$ cat config.mk
export PLATFORM = sky130hd
export DESIGN_NAME = pc_seq
export DESIGN_NICKNAME = d
export VERILOG_FILES = /design/src/rtl/pc_seq.sv
export SDC_FILE = /design/constraint.sdc
export NUM_CORES = 1
export LEC_CHECK = 0
export CELL_PAD_IN_SITES_DETAIL_PLACEMENT = 1
export CELL_PAD_IN_SITES_GLOBAL_PLACEMENT = 1
export CORE_MARGIN = 1
export CORE_UTILIZATION = 26
export CTS_BUF_LIST = sky130_fd_sc_hd__clkbuf_2 sky130_fd_sc_hd__clkbuf_4 sky130_fd_sc_hd__clkbuf_8
export DETAILED_ROUTE_END_ITERATION = 6
export HOLD_SLACK_MARGIN = 0.06
export PLACE_DENSITY = 0.91
export SLEW_MARGIN = 20
export SYNTH_ARGS = -nofsm -noshare
export SYNTH_HDL_FRONTEND = slang
export SYNTH_SLANG_ARGS = --single-unit
$ cat constraint.sdc
create_clock -name CLK -period 2.65 [get_ports CLK]
set_input_delay 0.53 -clock CLK [delete_from_list [all_inputs] [get_ports CLK]]
set_output_delay 0.53 -clock CLK [all_outputs]
set_load 0.02 [all_outputs]
$ cat src/rtl/pc_seq.sv
`default_nettype none
// ============================================================================
// Module   : pc_seq
// Purpose  : Program-counter sequencer with priority redirect (trap, branch,
//            jump, return) and an optional return-address stack.
// Config   : define PC_SEQ_RAS_EN to build the return-address stack.
// Revision : 1.0 - initial release
// ============================================================================
module pc_seq #(
  parameter int              XLEN      = 32,
  parameter logic [XLEN-1:0] RESET_VEC = '0,
  parameter int              STEP      = 4,
  parameter int              RAS_DEPTH = 4
) (
  input  logic            CLK,
  input  logic            RST_N,
  input  logic            PC_EN,
  input  logic            BR_TAKEN,
  input  logic [XLEN-1:0] BR_TARGET,
  input  logic            JMP,
  input  logic [XLEN-1:0] JMP_TARGET,
  input  logic            CALL,
  input  logic            RET,
  input  logic            TRAP,
  input  logic [XLEN-1:0] TRAP_VEC,
  output logic [XLEN-1:0] PC,
  output logic [XLEN-1:0] PC_PLUS,
  output logic            MISALIGN,
  output logic            RAS_EMPTY,
  output logic            RAS_FULL,
  output logic            RET_MISS
);

  localparam logic [XLEN-1:0] c_STEP       = XLEN'(STEP);
  localparam logic [XLEN-1:0] c_ALIGN_MASK = XLEN'(STEP - 1);

  logic [XLEN-1:0] r_pc;
  logic            r_misalign;
  logic [XLEN-1:0] w_pc_plus;
  logic [XLEN-1:0] w_pc_next;
  logic [XLEN-1:0] w_raw_target;
  logic            w_update;
  logic            w_load;
  logic            w_misaligned;
  logic            w_ret_sel;
  logic            w_pop;
  logic [XLEN-1:0] w_ras_top;

  assign w_pc_plus = r_pc + c_STEP;
  assign w_update  = PC_EN | TRAP;
  assign w_ret_sel = RET & ~TRAP & ~BR_TAKEN & ~JMP;

  // Explicit-target sources in priority order; RET and sequential handled below.
  always_comb begin
    w_raw_target = JMP_TARGET;
    w_load       = 1'b0;
    if (TRAP) begin
      w_raw_target = TRAP_VEC;
      w_load       = 1'b1;
    end else if (BR_TAKEN) begin
      w_raw_target = BR_TARGET;
      w_load       = 1'b1;
    end else if (JMP) begin
      w_raw_target = JMP_TARGET;
      w_load       = 1'b1;
    end
  end

  assign w_misaligned = |(w_raw_target & c_ALIGN_MASK);

  always_comb begin
    w_pc_next = w_pc_plus;
    if (w_load) begin
      w_pc_next = w_raw_target & ~c_ALIGN_MASK;
    end else if (w_pop) begin
      w_pc_next = w_ras_top;
    end
  end

  // MISALIGN reflects only the load performed on the immediately preceding edge.
  always_ff @(posedge CLK or negedge RST_N) begin
    if (!RST_N) begin
      r_pc       <= RESET_VEC;
      r_misalign <= 1'b0;
    end else begin
      if (w_update) begin
        r_pc <= w_pc_next;
      end
      r_misalign <= w_update & w_load & w_misaligned;
    end
  end

  assign PC       = r_pc;
  assign PC_PLUS  = w_pc_plus;
  assign MISALIGN = r_misalign;

`ifdef PC_SEQ_RAS_EN
  localparam int                 c_PTR_W   = $clog2(RAS_DEPTH);
  localparam logic [c_PTR_W:0]   c_DEPTH   = (c_PTR_W + 1)'(RAS_DEPTH);
  localparam logic [c_PTR_W:0]   c_CNT_ONE = 1;
  localparam logic [c_PTR_W-1:0] c_PTR_ONE = 1;

  logic [XLEN-1:0]    r_ras_mem [RAS_DEPTH];
  logic [c_PTR_W-1:0] r_ras_wptr;
  logic [c_PTR_W:0]   r_ras_cnt;
  logic [c_PTR_W-1:0] w_ras_rptr;
  logic               w_ras_empty;
  logic               w_ras_full;
  logic               w_push;

  assign w_ras_empty = (r_ras_cnt == '0);
  assign w_ras_full  = (r_ras_cnt == c_DEPTH);
  assign w_push      = PC_EN & JMP & CALL & ~TRAP & ~BR_TAKEN;
  assign w_pop       = w_ret_sel & PC_EN & ~w_ras_empty;
  assign w_ras_rptr  = r_ras_wptr - c_PTR_ONE;
  assign w_ras_top   = r_ras_mem[w_ras_rptr];

  // Write pointer wraps naturally, so a push into a full stack overwrites the oldest entry.
  always_ff @(posedge CLK or negedge RST_N) begin
    if (!RST_N) begin
      r_ras_wptr <= '0;
      r_ras_cnt  <= '0;
    end else if (w_push) begin
      r_ras_wptr <= r_ras_wptr + c_PTR_ONE;
      if (!w_ras_full) begin
        r_ras_cnt <= r_ras_cnt + c_CNT_ONE;
      end
    end else if (w_pop) begin
      r_ras_wptr <= w_ras_rptr;
      r_ras_cnt  <= r_ras_cnt - c_CNT_ONE;
    end
  end

  always_ff @(posedge CLK) begin
    if (w_push) begin
      r_ras_mem[r_ras_wptr] <= w_pc_plus;
    end
  end

  assign RAS_EMPTY = w_ras_empty;
  assign RAS_FULL  = w_ras_full;
  assign RET_MISS  = w_ret_sel & w_ras_empty;
`else
  // Without the stack RET falls through to sequential and CALL acts as a plain JMP.
  assign w_pop     = 1'b0;
  assign w_ras_top = '0;
  assign RAS_EMPTY = 1'b1;
  assign RAS_FULL  = 1'b0;
  assign RET_MISS  = 1'b0;

  logic w_unused;
  assign w_unused = w_ret_sel ^ CALL ^ (RAS_DEPTH > 0);
`endif

endmodule
`default_nettype wire

## Word level (Yosys, flattened, before mapping)

Index checks and enable logic that the tools add are counted.
W data, S select, Z words.

- Add/subtract/negate cells: 1
- Mux-type cells: 6
- Bitwise operators: 3
- Reductions and logical operators: 1

Operator list:

| cell | count |
|---|---|
| $mux W32 | 3 |
| $add A32 B3 Y32 const B | 1 |
| $mux W1 | 3 |
| $and A1 B1 Y1 | 2 |
| $reduce_or A2 Y1 | 1 |
| $or A1 B1 Y1 | 1 |

- Flip-flop bits (word level): 33
- Bits of input ports: 104
- Output and inout bits: 68
- Logic and storage cells: 13

## Logic depth before layout (Yosys ltp)

Gate-level depths: netlist (run 1).

- Depth after elaboration: 5
- Depth in mapped cells: 8
- Mapped depth without buffers: 6

## Worst setup path after synthesis (run 1)

OpenSTA, ideal clock, no wires.

- Path kind: register to output
- Start: register r_pc[7], in the netlist PC[7]
- End: output port PC_PLUS[27]
- Data arrival time: 2.318 ns
- Data required time: 2.120 ns
- Slack: -0.198 ns
- Stages on the path, launching flop included: 7
- Buffers on the path: 2
- Cells stage by stage: dfrtp_1 -> buf_2 -> nand3_2 -> or4_1 -> buf_2 -> or4_4 -> xnor2_1

- Word-level cells in the longest chain between the ends: 1

Ends and longest elaborated chain:

| what | RTL line | RTL |
|---|---|---|
| start, declared | 37 | `logic [XLEN-1:0] r_pc;` |
| start signal, assigned | 87 | `r_pc <= w_pc_next;` |
| $add A32 B3 Y32 | 49 | `assign w_pc_plus = r_pc + c_STEP;` |
| end, declared | 27 | `output logic [XLEN-1:0] PC_PLUS,` |

No other way between the ends.

## Final worst setup path (run 1)

- Start: register r_pc[2], in the netlist PC[2]
- End: output port PC_PLUS[27]

The elaborated chain is that of the path after synthesis.

==> results of run 1 <==
## layout by cell type, fill, tap and decap left out, types with 5 or more instances in the layout
master,instances
sky130_fd_sc_hd__a21oi_1,18
sky130_fd_sc_hd__a221oi_1,10
sky130_fd_sc_hd__a22oi_1,23
sky130_fd_sc_hd__a31oi_1,9
sky130_fd_sc_hd__buf_4,98
sky130_fd_sc_hd__buf_6,8
sky130_fd_sc_hd__clkbuf_8,5
sky130_fd_sc_hd__clkdlybuf4s50_1,134
sky130_fd_sc_hd__conb_1,7
sky130_fd_sc_hd__dfrtp_1,29
sky130_fd_sc_hd__dlygate4sd2_1,6
sky130_fd_sc_hd__inv_1,12
sky130_fd_sc_hd__nand2_1,31
sky130_fd_sc_hd__nand3_1,9
sky130_fd_sc_hd__nand4_1,6
sky130_fd_sc_hd__nor2_1,30
sky130_fd_sc_hd__nor3_1,9
sky130_fd_sc_hd__nor4_4,5
sky130_fd_sc_hd__o21ai_0,45
sky130_fd_sc_hd__o2bb2ai_1,9
sky130_fd_sc_hd__xnor2_1,9
sky130_fd_sc_hd__xor2_1,13
## cell families (layout without fill, tap and decap cells)
| kind of cell | Yosys count | count (layout) |
|---|---|---|
| AO/OA/AOI/OAI | 131 | 131 |
| AND/OR/NAND/NOR | 128 | 128 |
| buffers and inverters | 49 | 274 |
| flip-flops | 31 | 31 |
| XOR/XNOR | 28 | 28 |
| multiplexers | 4 | 4 |
| other | 2 | 7 |
| adder cells (fa/ha/maj) | 1 | 1 |
## worst max-delay path: cells and delay by family (launching register included)
| kind | cells | cell delay, ns |
|---|---|---|
| DFF | 1 | 0.38 |
| and+or+nand+nor | 3 | 1.29 |
| buffers and inverters | 1 | 0.15 |
| xor gates and xnor gates | 1 | 0.15 |
## state kept, by name, indices dropped and copies added, names as in the netlist
signal / flops
MISALIGN: 1
PC: 30
## metrics by stage
stage	utilization	setup TNS [ns]	std cells	cell area [sq um]
finish	0.5232	-0.7065	740	5425
global route	0.5232	-1.611	740	5425
CTS	0.5123	-0.7291	736	5313
global placement	0.4934	-3.311	724	5116
floorplan	-	-0.1215	379	2853
detailed placement	0.4934	-4.419	724	5116
## final timing paths
check / startpoint / endpoint / slack (ns) / cells after the start
setup / recovery: PC[2] / PC_PLUS[27] / -0.13 / 5
hold / removal: RST_N / PC[24] / 0.33 / 1
setup reg to reg: PC[2] / PC[27] / 0.35 / 6
hold reg to reg: PC[19] / PC[19] / 0.62 / 2
max in group asynchronous: RST_N / PC[2] / 1.75 / 1
min in group CLK: PC[19] / PC[19] / 0.62 / 2
## power by group through the flow
stage	sequential, mW	combinational [mW]	clock (mW)
2_1_floorplan	0.683	0.361	0
4_1_cts	0.576	1.08	0.401
6_report	0.577	1.09	0.394
5_1_grt	0.585	1.17	0.421
3_3_place_gp	0.575	1.05	0
3_5_place_dp	0.584	1.08	0
## area by class of cell
cell class | instances | share of cell area
clock buffer | 7 | 0.01545
clock inverter | 1 | 0.0009225
inverter | 12 | 0.008303
multi-input combinational | 299 | 0.3785
sequential | 31 | 0.1435
tap | 136 | 0.03137
timing repair buffer | 254 | 0.4220
## per-layer routing
metal  vias up  GRT usage
met5         -          0
met4         0    0.09226
met3        36    0.05133
met2       176     0.4636
met1      1947     0.2926
li1       1823          -
## what timing repair did
action	4_1_cts	5_1_grt
pin swaps	12	12
endpoints found under the hold margin	0	0
gates resized for setup	114	26
setup endpoints to repair	25	23
buffers inserted	4	6
hold buffers	0	0
==> impl_metrics.xml, run 1 <==
<?xml version="1.0" encoding="UTF-8"?>
<metrics>
  <group name="outcome">
    <metric name="outcome" unit="">finished, violations left</metric>
    <metric name="failed_checks" unit="">setup timing</metric>
  </group>
  <group name="timing">
    <metric name="hold_viol" unit="">0</metric>
    <metric name="worst_clock_skew" unit="ns">0.009631</metric>
    <metric name="period_minus_slack" unit="ns">2.783</metric>
    <metric name="slew_viol_final" unit="">0</metric>
    <metric name="rsz0062_at_grt" unit="">yes</metric>
    <metric name="whs" unit="ns">0.3290</metric>
    <metric name="fmax" unit="GHz">0.3593</metric>
    <metric name="finalSetupViolations" unit="">11</metric>
    <metric name="final_critical_path_setup_slack" unit="ns">-0.1332</metric>
    <metric name="max_slew_margin" unit="">0.4644</metric>
    <metric name="final.period_utilization" unit="">1.050</metric>
    <metric name="max_slew.worst_pin.slew" unit="ns">0.8034</metric>
  </group>
  <group name="clocking">
    <metric name="tritoncts_clock_tree" unit="">yes</metric>
    <metric name="clockBufferDepth" unit="">2</metric>
    <metric name="cts_htree_levels" unit="">2</metric>
    <metric name="cts_root_buffer" unit="">sky130_fd_sc_hd__clkbuf_8</metric>
    <metric name="cts.clk_slew.worst_paths" unit="ns">0.08</metric>
    <metric name="clock_latency" unit="ns">0.29</metric>
    <metric name="cts_inserted_buffers" unit="">5</metric>
    <metric name="clock-sinks" unit="">31</metric>
  </group>
  <group name="run">
    <metric name="cap_violations" unit="">0</metric>
  </group>
  <group name="setup_path">
    <metric name="critical_path.most_common_cell" unit="">sky130_fd_sc_hd__or4_4</metric>
    <metric name="end_kind" unit="">output pin</metric>
    <metric name="critPathRequiredTime" unit="ns">2.12</metric>
    <metric name="critPathMaxStageDelay" unit="ns">0.61</metric>
    <metric name="arrival_time_at_the_worst_endpoint" unit="ns">2.25</metric>
    <metric name="crit_type" unit="">reg2out</metric>
    <metric name="path_cells" unit="">nand4_2 &gt; or4_4 &gt; or4_4 &gt; xnor2_2 &gt; buf_4</metric>
    <metric name="crit_path_start_kind" unit="">register</metric>
    <metric name="cp_slowest_cell" unit="">sky130_fd_sc_hd__or4_4</metric>
    <metric name="critical_path.max_fanout" unit="">5</metric>
  </group>
  <group name="synth">
    <metric name="synth_compound_area_frac" unit="">0.3053</metric>
    <metric name="post-synth-top-area-cell" unit="">sky130_fd_sc_hd__dfrtp_1</metric>
    <metric name="synth-simple-area-share" unit="">0.2307</metric>
    <metric name="synth_warnings" unit="">0</metric>
    <metric name="yosys.area_share.adder" unit="">0.004470</metric>
    <metric name="number_of_enable_type_register_cells_in_the_synthesized_netlist" unit="">0</metric>
    <metric name="post_synth_mux_area_share" unit="">0.01475</metric>
    <metric name="synth_sequential_area_ratio" unit="">0.2772</metric>
    <metric name="synth_top_cells_by_count" unit="">sky130_fd_sc_hd__o21ai_0 (45), sky130_fd_sc_hd__nor2_1 (34), sky130_fd_sc_hd__dfrtp_1 (31), sky130_fd_sc_hd__nand2_1 (31), sky130_fd_sc_hd__a22oi_1 (23)</metric>
    <metric name="synth.distinct_cells" unit="">50</metric>
    <metric name="post_synth_inst_count" unit="">374</metric>
    <metric name="synth_seq_cells" unit="">31</metric>
    <metric name="syn_avg_cell_area" unit="sq um">7.484</metric>
    <metric name="synthMostInstantiatedCell" unit="">sky130_fd_sc_hd__o21ai_0</metric>
    <metric name="netlist.area_leader.share" unit="">0.2772</metric>
    <metric name="postSynth.topFlopCell" unit="">sky130_fd_sc_hd__dfrtp_1</metric>
    <metric name="cells_taking_the_most_area_after_synthesis" unit="">sky130_fd_sc_hd__dfrtp_1 (28%), sky130_fd_sc_hd__o21ai_0 (8.0%), sky130_fd_sc_hd__a22oi_1 (6.2%)</metric>
    <metric name="synth_top_family_by_area" unit="">compound AO/OA/AOI/OAI gates</metric>
    <metric name="xor_xnor_share_of_the_synthesized_area" unit="">0.08762</metric>
    <metric name="synth-async-reset-ratio" unit="">1.000</metric>
    <metric name="netlist_area" unit="sq mm">0.002799</metric>
  </group>
  <group name="routing">
    <metric name="route.detailed.wl_per_inst" unit="um">19.48</metric>
    <metric name="routed-wl-met3" unit="um">987</metric>
    <metric name="drt-vias-per-instance" unit="">5.381</metric>
    <metric name="drt-initial-drc-count" unit="">158</metric>
    <metric name="via_count" unit="">3982</metric>
    <metric name="highest-signal-layer" unit="">met4</metric>
    <metric name="drc_errors" unit="">0</metric>
    <metric name="detailedRoute.firstPassIterationCount" unit="">4</metric>
    <metric name="antenna_violating_nets_remaining" unit="">0</metric>
    <metric name="wl_met2" unit="mm">7.573</metric>
    <metric name="detailed_route_wire_length_on_metal_1" unit="mm">5.475</metric>
    <metric name="finalWirelength" unit="mm">14.42</metric>
  </group>
  <group name="final_layout">
    <metric name="ff_latch_area" unit="sq um">778.2</metric>
    <metric name="fillerInstances" unit="">1249</metric>
    <metric name="synthToLayoutAreaGrowth" unit="%">93.83</metric>
    <metric name="post_route_cells_drive_above_1_share" unit="">0.2715</metric>
    <metric name="final_net_count" unit="">708</metric>
    <metric name="multiInputGateArea" unit="sq mm">0.002053</metric>
    <metric name="n_antenna_cell" unit="">0</metric>
  </group>
  <group name="pwr">
    <metric name="internal_power" unit="mW">1.271</metric>
    <metric name="worst_ir_drop_vdd" unit="mV">0.1983</metric>
    <metric name="clkPwrFrac" unit="">0.191</metric>
    <metric name="power-per-cell-area" unit="mW/mm^2">380.7</metric>
    <metric name="power_leakage" unit="nW">2.333</metric>
    <metric name="total_power_consumption_of_the_routed_design" unit="mW">2.065</metric>
    <metric name="power_frac_comb" unit="">0.530</metric>
    <metric name="power_spent_charging_and_discharging_nets" unit="mW">0.7944</metric>
    <metric name="power.switching_fraction" unit="">0.3846</metric>
    <metric name="seqPwrFrac" unit="">0.279</metric>
  </group>
  <group name="global_routing">
    <metric name="grt_pass1_vias" unit="">4318</metric>
    <metric name="grt_antenna_before_repair" unit="">0</metric>
    <metric name="gr-usage-all-layers" unit="">0.2548</metric>
    <metric name="grt_first_pass_wirelength" unit="mm">22.38</metric>
    <metric name="grt_max_degree" unit="">43</metric>
    <metric name="globalRoute.totalOverflow" unit="">0</metric>
  </group>
  <group name="floorplanning">
    <metric name="die_width" unit="um">105.8</metric>
    <metric name="top_level_ports" unit="">172</metric>
    <metric name="rows" unit="">37</metric>
    <metric name="fp.dieArea" unit="sq mm">0.01118</metric>
    <metric name="coreArea" unit="sq mm">0.01037</metric>
    <metric name="die_height" unit="um">105.8</metric>
    <metric name="initial_core_utilization" unit="">0.2699</metric>
  </group>
  <group name="min_path">
    <metric name="holdCritPathClass" unit="">in2async</metric>
  </group>
  <group name="place">
    <metric name="place.port_buffers" unit="">162</metric>
    <metric name="placement.setup.worst_slack" unit="ns">-0.4597</metric>
    <metric name="dpl.hpwl" unit="mm">10.95</metric>
    <metric name="finalWeightedCongestion" unit="">0.8213</metric>
  </group>
</metrics>
No activity file was read; power rests on OpenSTA's default activity.
==> run 2, diff against run 1 <==
ABC_AREA = 1   (was unset)
PLACE_DENSITY = 0.92   (was 0.91)
==> run 2 against run 1 <==
Against the previous run: the run ends with DRC left; utilization is 9.5 points lower; critical path depth stayed put; wire length is 8.5% lower; synthesized cell count is 31% higher; clock skew is 0.0048 ns lower; setup slack better by 0.23 ns.
==> impl_metrics.xml, run 2 <==
<?xml version="1.0" encoding="UTF-8"?>
<metrics>
  <group name="setup_path">
    <metric name="crit_path_start_kind" unit="">register</metric>
    <metric name="cp_slowest_cell" unit="">sky130_fd_sc_hd__clkdlybuf4s50_1</metric>
    <metric name="critPathMaxStageDelay" unit="ns">0.64</metric>
    <metric name="worst_path_dominant_cell_family" unit="">buffers and inverters</metric>
    <metric name="critical_path.max_fanout" unit="">6</metric>
    <metric name="r2r_slack" unit="ns">1.01</metric>
    <metric name="critPathRequiredTime" unit="ns">2.12</metric>
    <metric name="cp.buffers_inverters" unit="">1</metric>
    <metric name="end_kind" unit="">output pin</metric>
    <metric name="crit_type" unit="">reg2out</metric>
    <metric name="path_cells" unit="">nand2_1 &gt; nor2_2 &gt; nand2_4 &gt; xnor2_1 &gt; clkdlybuf4s50_1</metric>
    <metric name="cp.depth" unit="">5</metric>
    <metric name="arrival_time_at_the_worst_endpoint" unit="ns">2.02</metric>
    <metric name="timing.reg2reg.worst_path_depth" unit="">9</metric>
  </group>
  <group name="global_routing">
    <metric name="grtUsageMet1" unit="">0.2841</metric>
    <metric name="grt_use_met2" unit="">0.3946</metric>
    <metric name="grt_pass1_vias" unit="">4096</metric>
    <metric name="grt_max_degree" unit="">39</metric>
    <metric name="gr-max-usage-layer" unit="">met2</metric>
    <metric name="grt_antenna_before_repair" unit="">0</metric>
    <metric name="grt_first_pass_wirelength" unit="mm">20.82</metric>
    <metric name="gr-usage-all-layers" unit="">0.2264</metric>
    <metric name="globalRoute.totalOverflow" unit="">0</metric>
    <metric name="use_met3" unit="">0.02964</metric>
  </group>
  <group name="pwr">
    <metric name="power_spent_charging_and_discharging_nets" unit="mW">0.8641</metric>
    <metric name="power.switching_fraction" unit="">0.4080</metric>
    <metric name="power_leakage" unit="nW">2.053</metric>
    <metric name="power_frac_comb" unit="">0.484</metric>
    <metric name="seqPwrFrac" unit="">0.303</metric>
    <metric name="internal_power" unit="mW">1.254</metric>
    <metric name="clkPwrFrac" unit="">0.212</metric>
    <metric name="worst_ir_drop_vdd" unit="mV">0.2237</metric>
    <metric name="power-per-cell-area" unit="mW/mm^2">435.4</metric>
  </group>
  <group name="final_layout">
    <metric name="synthToLayoutAreaGrowth" unit="%">60.53</metric>
    <metric name="largest_reg_flops" unit="">30</metric>
    <metric name="mostFrequentLayoutCells" unit="">sky130_fd_sc_hd__nand2_1 (149), sky130_fd_sc_hd__clkdlybuf4s50_1 (139), sky130_fd_sc_hd__nor2_1 (86)</metric>
    <metric name="postLayoutCellArea" unit="sq mm">0.004865</metric>
    <metric name="post_route_cells_drive_above_1_share" unit="">0.09147</metric>
    <metric name="most_frequent_standard_cell_in_the_layout_excluding_fill_and_tap_cells" unit="">sky130_fd_sc_hd__nand2_1</metric>
    <metric name="n_antenna_cell" unit="">0</metric>
    <metric name="final_net_count" unit="">749</metric>
    <metric name="final_cells" unit="">788</metric>
    <metric name="final_core_util" unit="">0.4279</metric>
    <metric name="fillerInstances" unit="">1464</metric>
  </group>
  <group name="floorplanning">
    <metric name="die_height" unit="um">110.0</metric>
    <metric name="coreArea" unit="sq mm">0.01137</metric>
    <metric name="fp.dieArea" unit="sq mm">0.01209</metric>
    <metric name="initial_core_utilization" unit="">0.2665</metric>
    <metric name="die_width" unit="um">110.0</metric>
    <metric name="rows" unit="">39</metric>
    <metric name="top_level_ports" unit="">172</metric>
  </group>
  <group name="outcome">
    <metric name="failed_checks" unit="">DRC</metric>
    <metric name="outcome" unit="">finished, violations left</metric>
  </group>
  <group name="place">
    <metric name="place.port_buffers" unit="">162</metric>
    <metric name="finalWeightedCongestion" unit="">0.8485</metric>
    <metric name="dpl.hpwl" unit="mm">10.53</metric>
    <metric name="dpl-instance-area" unit="sq mm">0.004758</metric>
    <metric name="placed_cells_incl_taps" unit="">779</metric>
  </group>
  <group name="synth">
    <metric name="synth-async-reset-ratio" unit="">1.000</metric>
    <metric name="number_of_enable_type_register_cells_in_the_synthesized_netlist" unit="">0</metric>
    <metric name="synth_top_cells_by_count" unit="">sky130_fd_sc_hd__nand2_1 (149), sky130_fd_sc_hd__nor2_1 (87), sky130_fd_sc_hd__a21oi_1 (58)</metric>
    <metric name="netlist_area" unit="sq mm">0.003030</metric>
    <metric name="netlist.area_leader.share" unit="">0.2560</metric>
    <metric name="synth_warnings" unit="">0</metric>
    <metric name="cells_taking_the_most_area_after_synthesis" unit="">sky130_fd_sc_hd__dfrtp_1 (26%), sky130_fd_sc_hd__nand2_1 (18%), sky130_fd_sc_hd__nor2_1 (11%)</metric>
    <metric name="post-synth-top-area-cell" unit="">sky130_fd_sc_hd__dfrtp_1</metric>
    <metric name="post_synth_inst_count" unit="">489</metric>
    <metric name="synth_seq_cells" unit="">31</metric>
    <metric name="syn_avg_cell_area" unit="sq um">6.197</metric>
    <metric name="synth_sequential_area_ratio" unit="">0.2560</metric>
    <metric name="synth.distinct_cells" unit="">30</metric>
    <metric name="synthMostInstantiatedCell" unit="">sky130_fd_sc_hd__nand2_1</metric>
    <metric name="postSynth.topFlopCell" unit="">sky130_fd_sc_hd__dfrtp_1</metric>
  </group>
  <group name="clocking">
    <metric name="cts_inserted_buffers" unit="">5</metric>
    <metric name="cts_htree_levels" unit="">2</metric>
    <metric name="clock-sinks" unit="">31</metric>
    <metric name="clock_latency" unit="ns">0.29</metric>
    <metric name="cts.clk_slew.worst_paths" unit="ns">0.07</metric>
    <metric name="tritoncts_clock_tree" unit="">yes</metric>
    <metric name="cts_root_buffer" unit="">sky130_fd_sc_hd__clkbuf_8</metric>
    <metric name="clockBufferDepth" unit="">2</metric>
    <metric name="hold_buffers" unit="">0</metric>
  </group>
  <group name="min_path">
    <metric name="holdCritPathClass" unit="">reg2reg</metric>
    <metric name="hold-path-cell-count" unit="">2</metric>
  </group>
  <group name="routing">
    <metric name="via_count" unit="">3844</metric>
    <metric name="drt-vias-per-instance" unit="">4.878</metric>
    <metric name="antenna_violating_nets_remaining" unit="">0</metric>
    <metric name="drc_errors" unit="">2</metric>
    <metric name="route.detailed.wl_per_inst" unit="um">16.73</metric>
    <metric name="detailedRoute.firstPassIterationCount" unit="">6</metric>
    <metric name="drt-initial-drc-count" unit="">135</metric>
    <metric name="finalWirelength" unit="mm">13.19</metric>
  </group>
  <group name="timing">
    <metric name="fin_tns_setup" unit="ns">0</metric>
    <metric name="period_minus_slack" unit="ns">2.549</metric>
    <metric name="fmax" unit="GHz">0.3924</metric>
    <metric name="final.period_utilization" unit="">0.9618</metric>
    <metric name="finalSetupViolations" unit="">0</metric>
    <metric name="hold_viol" unit="">0</metric>
    <metric name="slew_viol_final" unit="">0</metric>
    <metric name="worst_clock_skew" unit="ns">0.004865</metric>
  </group>
  <group name="run">
    <metric name="cap_violations" unit="">0</metric>
  </group>
</metrics>
-- run 2: tightest hold or removal path, stage by stage (launching register included) --
cell,delay (ns)
sky130_fd_sc_hd__dfrtp_1,0.42
sky130_fd_sc_hd__nor2_1,0.11
sky130_fd_sc_hd__a31oi_1,0.04
-- run 2: power by group through the flow --
stage	Combinational, mW	Clock (mW)	Sequential [mW]
after floorplan	0.446	0	0.699
after global placement	1.03	0	0.642
after detailed placement	1.05	0	0.648
after CTS	1.03	0.450	0.642
after global routing	1.11	0.466	0.655
final	1.03	0.450	0.642
-- run 2: stage by stage --
step / hold slack (ns) / setup WS, ns / total power, mW
4_1_cts: 0.6136 / 0.006121 / 2.119
2_1_floorplan: 0.2344 / 0.5621 / 1.145
6_report: 0.6130 / 0.1014 / 2.118
3_3_place_gp: 0.5643 / 0.1541 / 1.672
5_1_grt: 0.6605 / -0.009197 / 2.231
3_5_place_dp: 0.6041 / 0.1207 / 1.702
-- run 2: logic make-up (layout without fill, tap and decap cells) --
logic type | after synthesis | in the layout | share of synthesized area
flops | 31 | 31 | 0.2560
xor+xnor | 15 | 15 | 0.06069
compound gates | 91 | 91 | 0.1623
buf+inv | 54 | 205 | 0.09125
fa+ha+maj | 1 | 1 | 0.004128
simple gates | 295 | 295 | 0.4232
other cells | 2 | 7 | 0.002478
-- run 2: final timing paths --
check,startpoint,to
max,PC[5],PC_PLUS[9]
min,PC[3],PC[3]
max reg2reg,PC[3],PC[26]
min reg2reg,PC[3],PC[3]
max in group asynchronous,RST_N,PC[9]
min in group asynchronous,RST_N,PC[29]
-- run 2: layout make-up --
| class | count | area (sq um) | area share |
|---|---|---|---|
| multi-input combinational | 409 | 2007 | 0.4126 |
| timing repair buffer | 175 | 1707 | 0.3508 |
| sequential | 31 | 785.8 | 0.1615 |
| tap | 143 | 178.9 | 0.03678 |
| clock buffer | 8 | 103.9 | 0.02135 |
| inverter | 22 | 82.58 | 0.01698 |
-- run 2: timing repair --
item | 4_1_cts | 5_1_grt
setup buffers | 0 | 1
resized for setup | 29 | 5
cloned | 0 | 0
setup endpoints to repair | 23 | 8
pin swaps | 0 | 2
hold endpoints to repair | 0 | 0
-- run 2: metal layers --
layer	wire length, um	part of all wire
met1	5626	0.43
met2	6536	0.50
met3	657	0.050
met4	365	0.028
met5	0	0
==> run 3, diff against run 2 <==
CELL_PAD_IN_SITES_DETAIL_PLACEMENT = unset   (was 1)
CELL_PAD_IN_SITES_GLOBAL_PLACEMENT = unset   (was 1)
CORE_UTILIZATION = 40   (was 26)
PLACE_DENSITY = 0.91   (was 0.92)
SLEW_MARGIN = 30   (was 20)
==> run 3 against run 2 <==
Against the previous run: the flow now finishes without violations; clock power fell by 4%; sequential share of layout area rose by 0.13 points; critical endpoint unchanged; sequential power barely moved; global-route usage rose by 4.6 points; largest cell class unchanged; cell area fell by 0.98%; critical path type unchanged; maximum frequency rose by 0.16%; utilization rose by 23 points; highest routed layer unchanged; clock skew barely moved; non-clock buffer count fell by 1; setup slack improved by 0.0041 ns; total power fell by 2.2%; critical path depth did not move.
==> impl_metrics.xml, run 3 (synthesized netlist as in run 2, its figures left out) <==
<?xml version="1.0" encoding="UTF-8"?>
<metrics>
  <group name="setup_path">
    <metric name="end_kind" unit="">output pin</metric>
    <metric name="reg2reg_from" unit="">PC[3]</metric>
    <metric name="crit_type" unit="">reg2out</metric>
    <metric name="r2r_slack" unit="ns">1.05</metric>
    <metric name="critPathRequiredTime" unit="ns">2.12</metric>
    <metric name="timing.reg2reg.worst_path_depth" unit="">8</metric>
    <metric name="critical_path.max_fanout" unit="">5</metric>
    <metric name="crit_path_start_kind" unit="">register</metric>
    <metric name="arrival_time_at_the_worst_endpoint" unit="ns">2.01</metric>
    <metric name="worstReg2RegEnd" unit="">PC[18]</metric>
  </group>
  <group name="min_path">
    <metric name="worst_hold_startpoint" unit="">PC[31]</metric>
    <metric name="hold-path-cell-count" unit="">2</metric>
    <metric name="holdCritPathClass" unit="">reg2reg</metric>
    <metric name="hold_endpoint" unit="">PC[31]</metric>
  </group>
  <group name="routing">
    <metric name="antenna_violating_nets_remaining" unit="">0</metric>
    <metric name="via_count" unit="">3740</metric>
    <metric name="finalWirelength" unit="mm">10.49</metric>
    <metric name="drc_errors" unit="">0</metric>
    <metric name="drt-vias-per-instance" unit="">5.034</metric>
    <metric name="detailedRoute.firstPassIterationCount" unit="">6</metric>
    <metric name="route.detailed.wl_per_inst" unit="um">14.12</metric>
    <metric name="drt-initial-drc-count" unit="">234</metric>
  </group>
  <group name="floorplanning">
    <metric name="top_level_ports" unit="">172</metric>
    <metric name="fp.dieArea" unit="sq mm">0.007928</metric>
    <metric name="die_height" unit="um">89.04</metric>
    <metric name="initial_core_utilization" unit="">0.4156</metric>
    <metric name="rows" unit="">31</metric>
    <metric name="die_width" unit="um">89.04</metric>
    <metric name="coreArea" unit="sq mm">0.007292</metric>
  </group>
  <group name="clocking">
    <metric name="cts.clk_slew.worst_paths" unit="ns">0.07</metric>
    <metric name="tritoncts_clock_tree" unit="">yes</metric>
    <metric name="clock-sinks" unit="">31</metric>
    <metric name="cts_root_buffer" unit="">sky130_fd_sc_hd__clkbuf_8</metric>
    <metric name="cts_htree_levels" unit="">2</metric>
    <metric name="cts_inserted_buffers" unit="">5</metric>
    <metric name="clockBufferDepth" unit="">2</metric>
    <metric name="clock_latency" unit="ns">0.29</metric>
  </group>
  <group name="final_layout">
    <metric name="largest_reg_flops" unit="">30</metric>
    <metric name="post_route_cells_drive_above_1_share" unit="">0.08696</metric>
    <metric name="synthToLayoutAreaGrowth" unit="%">58.96</metric>
    <metric name="n_antenna_cell" unit="">0</metric>
    <metric name="most_frequent_standard_cell_in_the_layout_excluding_fill_and_tap_cells" unit="">sky130_fd_sc_hd__nand2_1</metric>
    <metric name="final_net_count" unit="">748</metric>
    <metric name="mostFrequentLayoutCells" unit="">sky130_fd_sc_hd__nand2_1 (149), sky130_fd_sc_hd__clkdlybuf4s50_1 (139), sky130_fd_sc_hd__nor2_1 (87)</metric>
  </group>
  <group name="timing">
    <metric name="worst_clock_skew" unit="ns">0.004945</metric>
    <metric name="final_critical_path_setup_slack" unit="ns">0.1055</metric>
    <metric name="fmax" unit="GHz">0.3930</metric>
    <metric name="finalSetupViolations" unit="">0</metric>
    <metric name="fin_tns_setup" unit="ns">0</metric>
    <metric name="slew_viol_final" unit="">0</metric>
    <metric name="period_minus_slack" unit="ns">2.545</metric>
    <metric name="hold_viol" unit="">0</metric>
    <metric name="final.period_utilization" unit="">0.9602</metric>
  </group>
  <group name="run">
    <metric name="cap_violations" unit="">0</metric>
  </group>
  <group name="global_routing">
    <metric name="grt_pass1_vias" unit="">3457</metric>
    <metric name="gr-usage-all-layers" unit="">0.2728</metric>
    <metric name="globalRoute.totalOverflow" unit="">0</metric>
    <metric name="grt_max_degree" unit="">41</metric>
    <metric name="grt_first_pass_wirelength" unit="mm">16.38</metric>
    <metric name="grt_antenna_before_repair" unit="">0</metric>
  </group>
  <group name="place">
    <metric name="finalWeightedCongestion" unit="">0.8815</metric>
    <metric name="placement.setup.worst_slack" unit="ns">0.1062</metric>
    <metric name="dpl.hpwl" unit="mm">8.551</metric>
    <metric name="place.port_buffers" unit="">162</metric>
  </group>
  <group name="pwr">
    <metric name="power_leakage" unit="nW">2.085</metric>
    <metric name="total_power_consumption_of_the_routed_design" unit="mW">2.072</metric>
    <metric name="worst_ir_drop_vdd" unit="mV">0.2051</metric>
    <metric name="power-per-cell-area" unit="mW/mm^2">430.2</metric>
  </group>
  <group name="outcome">
    <metric name="outcome" unit="">finished clean</metric>
  </group>
</metrics>
[run 3: metrics by stage]
stage	instances	hold slack (ns)	cell area, sq um	utilization
4_1_cts	743	0.6045	4795	0.6575
3_5_place_dp	735	0.5863	4703	0.6450
2_1_floorplan	494	0.2344	3049	-
3_3_place_gp	735	0.5523	4703	0.6450
6_report	743	0.6042	4817	0.6606
5_1_grt	743	0.6296	4817	0.6606
[run 3: where the power goes]
part	switching (mW)	internal, mW	leakage, nW
clock network	0.184	0.247	0.0549
logic	0.530	0.472	1.68
registers	0.101	0.537	0.346
[run 3: per-layer routing]
metal	vias up	global-route usage	routed length [um]
met1	1674	0.3555	4554
met5	-	0	0
met4	0	0.09235	283
met2	176	0.4636	5021
met3	21	0.04063	635
li1	1869	-	-
[run 3: how the worst max path moves through the flow]
stage,end,cells after the start,from,slack (ns)
floorplan,PC_PLUS[12],6,PC[3],0.56
global placement,PC_PLUS[18],7,PC[3],0.17
detailed placement,PC_PLUS[18],7,PC[3],0.11
CTS,PC_PLUS[29],7,PC[18],0.008
global route,PC_PLUS[22],9,PC[3],-0.003
finish,PC_PLUS[9],5,PC[6],0.11
[run 3: area by class of cell]
type                    count  area (sq um)
inverters                  22         82.58
repair buffers            174          1718
multi-input cells         409          2004
clock buffers               8         103.9
well taps                  99         123.9
flip-flops and latches     31         784.5
fillers                   667          2475
[run 3: worst max-delay path, cell delays in order (launching register included)]
cell and delay (ns):
sky130_fd_sc_hd__dfrtp_1 0.44, sky130_fd_sc_hd__nand2_1 0.12, sky130_fd_sc_hd__nor2_2 0.16, sky130_fd_sc_hd__nand2_4 0.11, sky130_fd_sc_hd__xnor2_1 0.25, sky130_fd_sc_hd__clkdlybuf4s50_1 0.66
[run 3: repair_timing]
item                       in CTS  in global routing
hold buffers                    0                  0
resized for setup              24                  8
pin swaps                       0                  1
setup endpoints to repair      18                  9
setup buffers                   0                  0
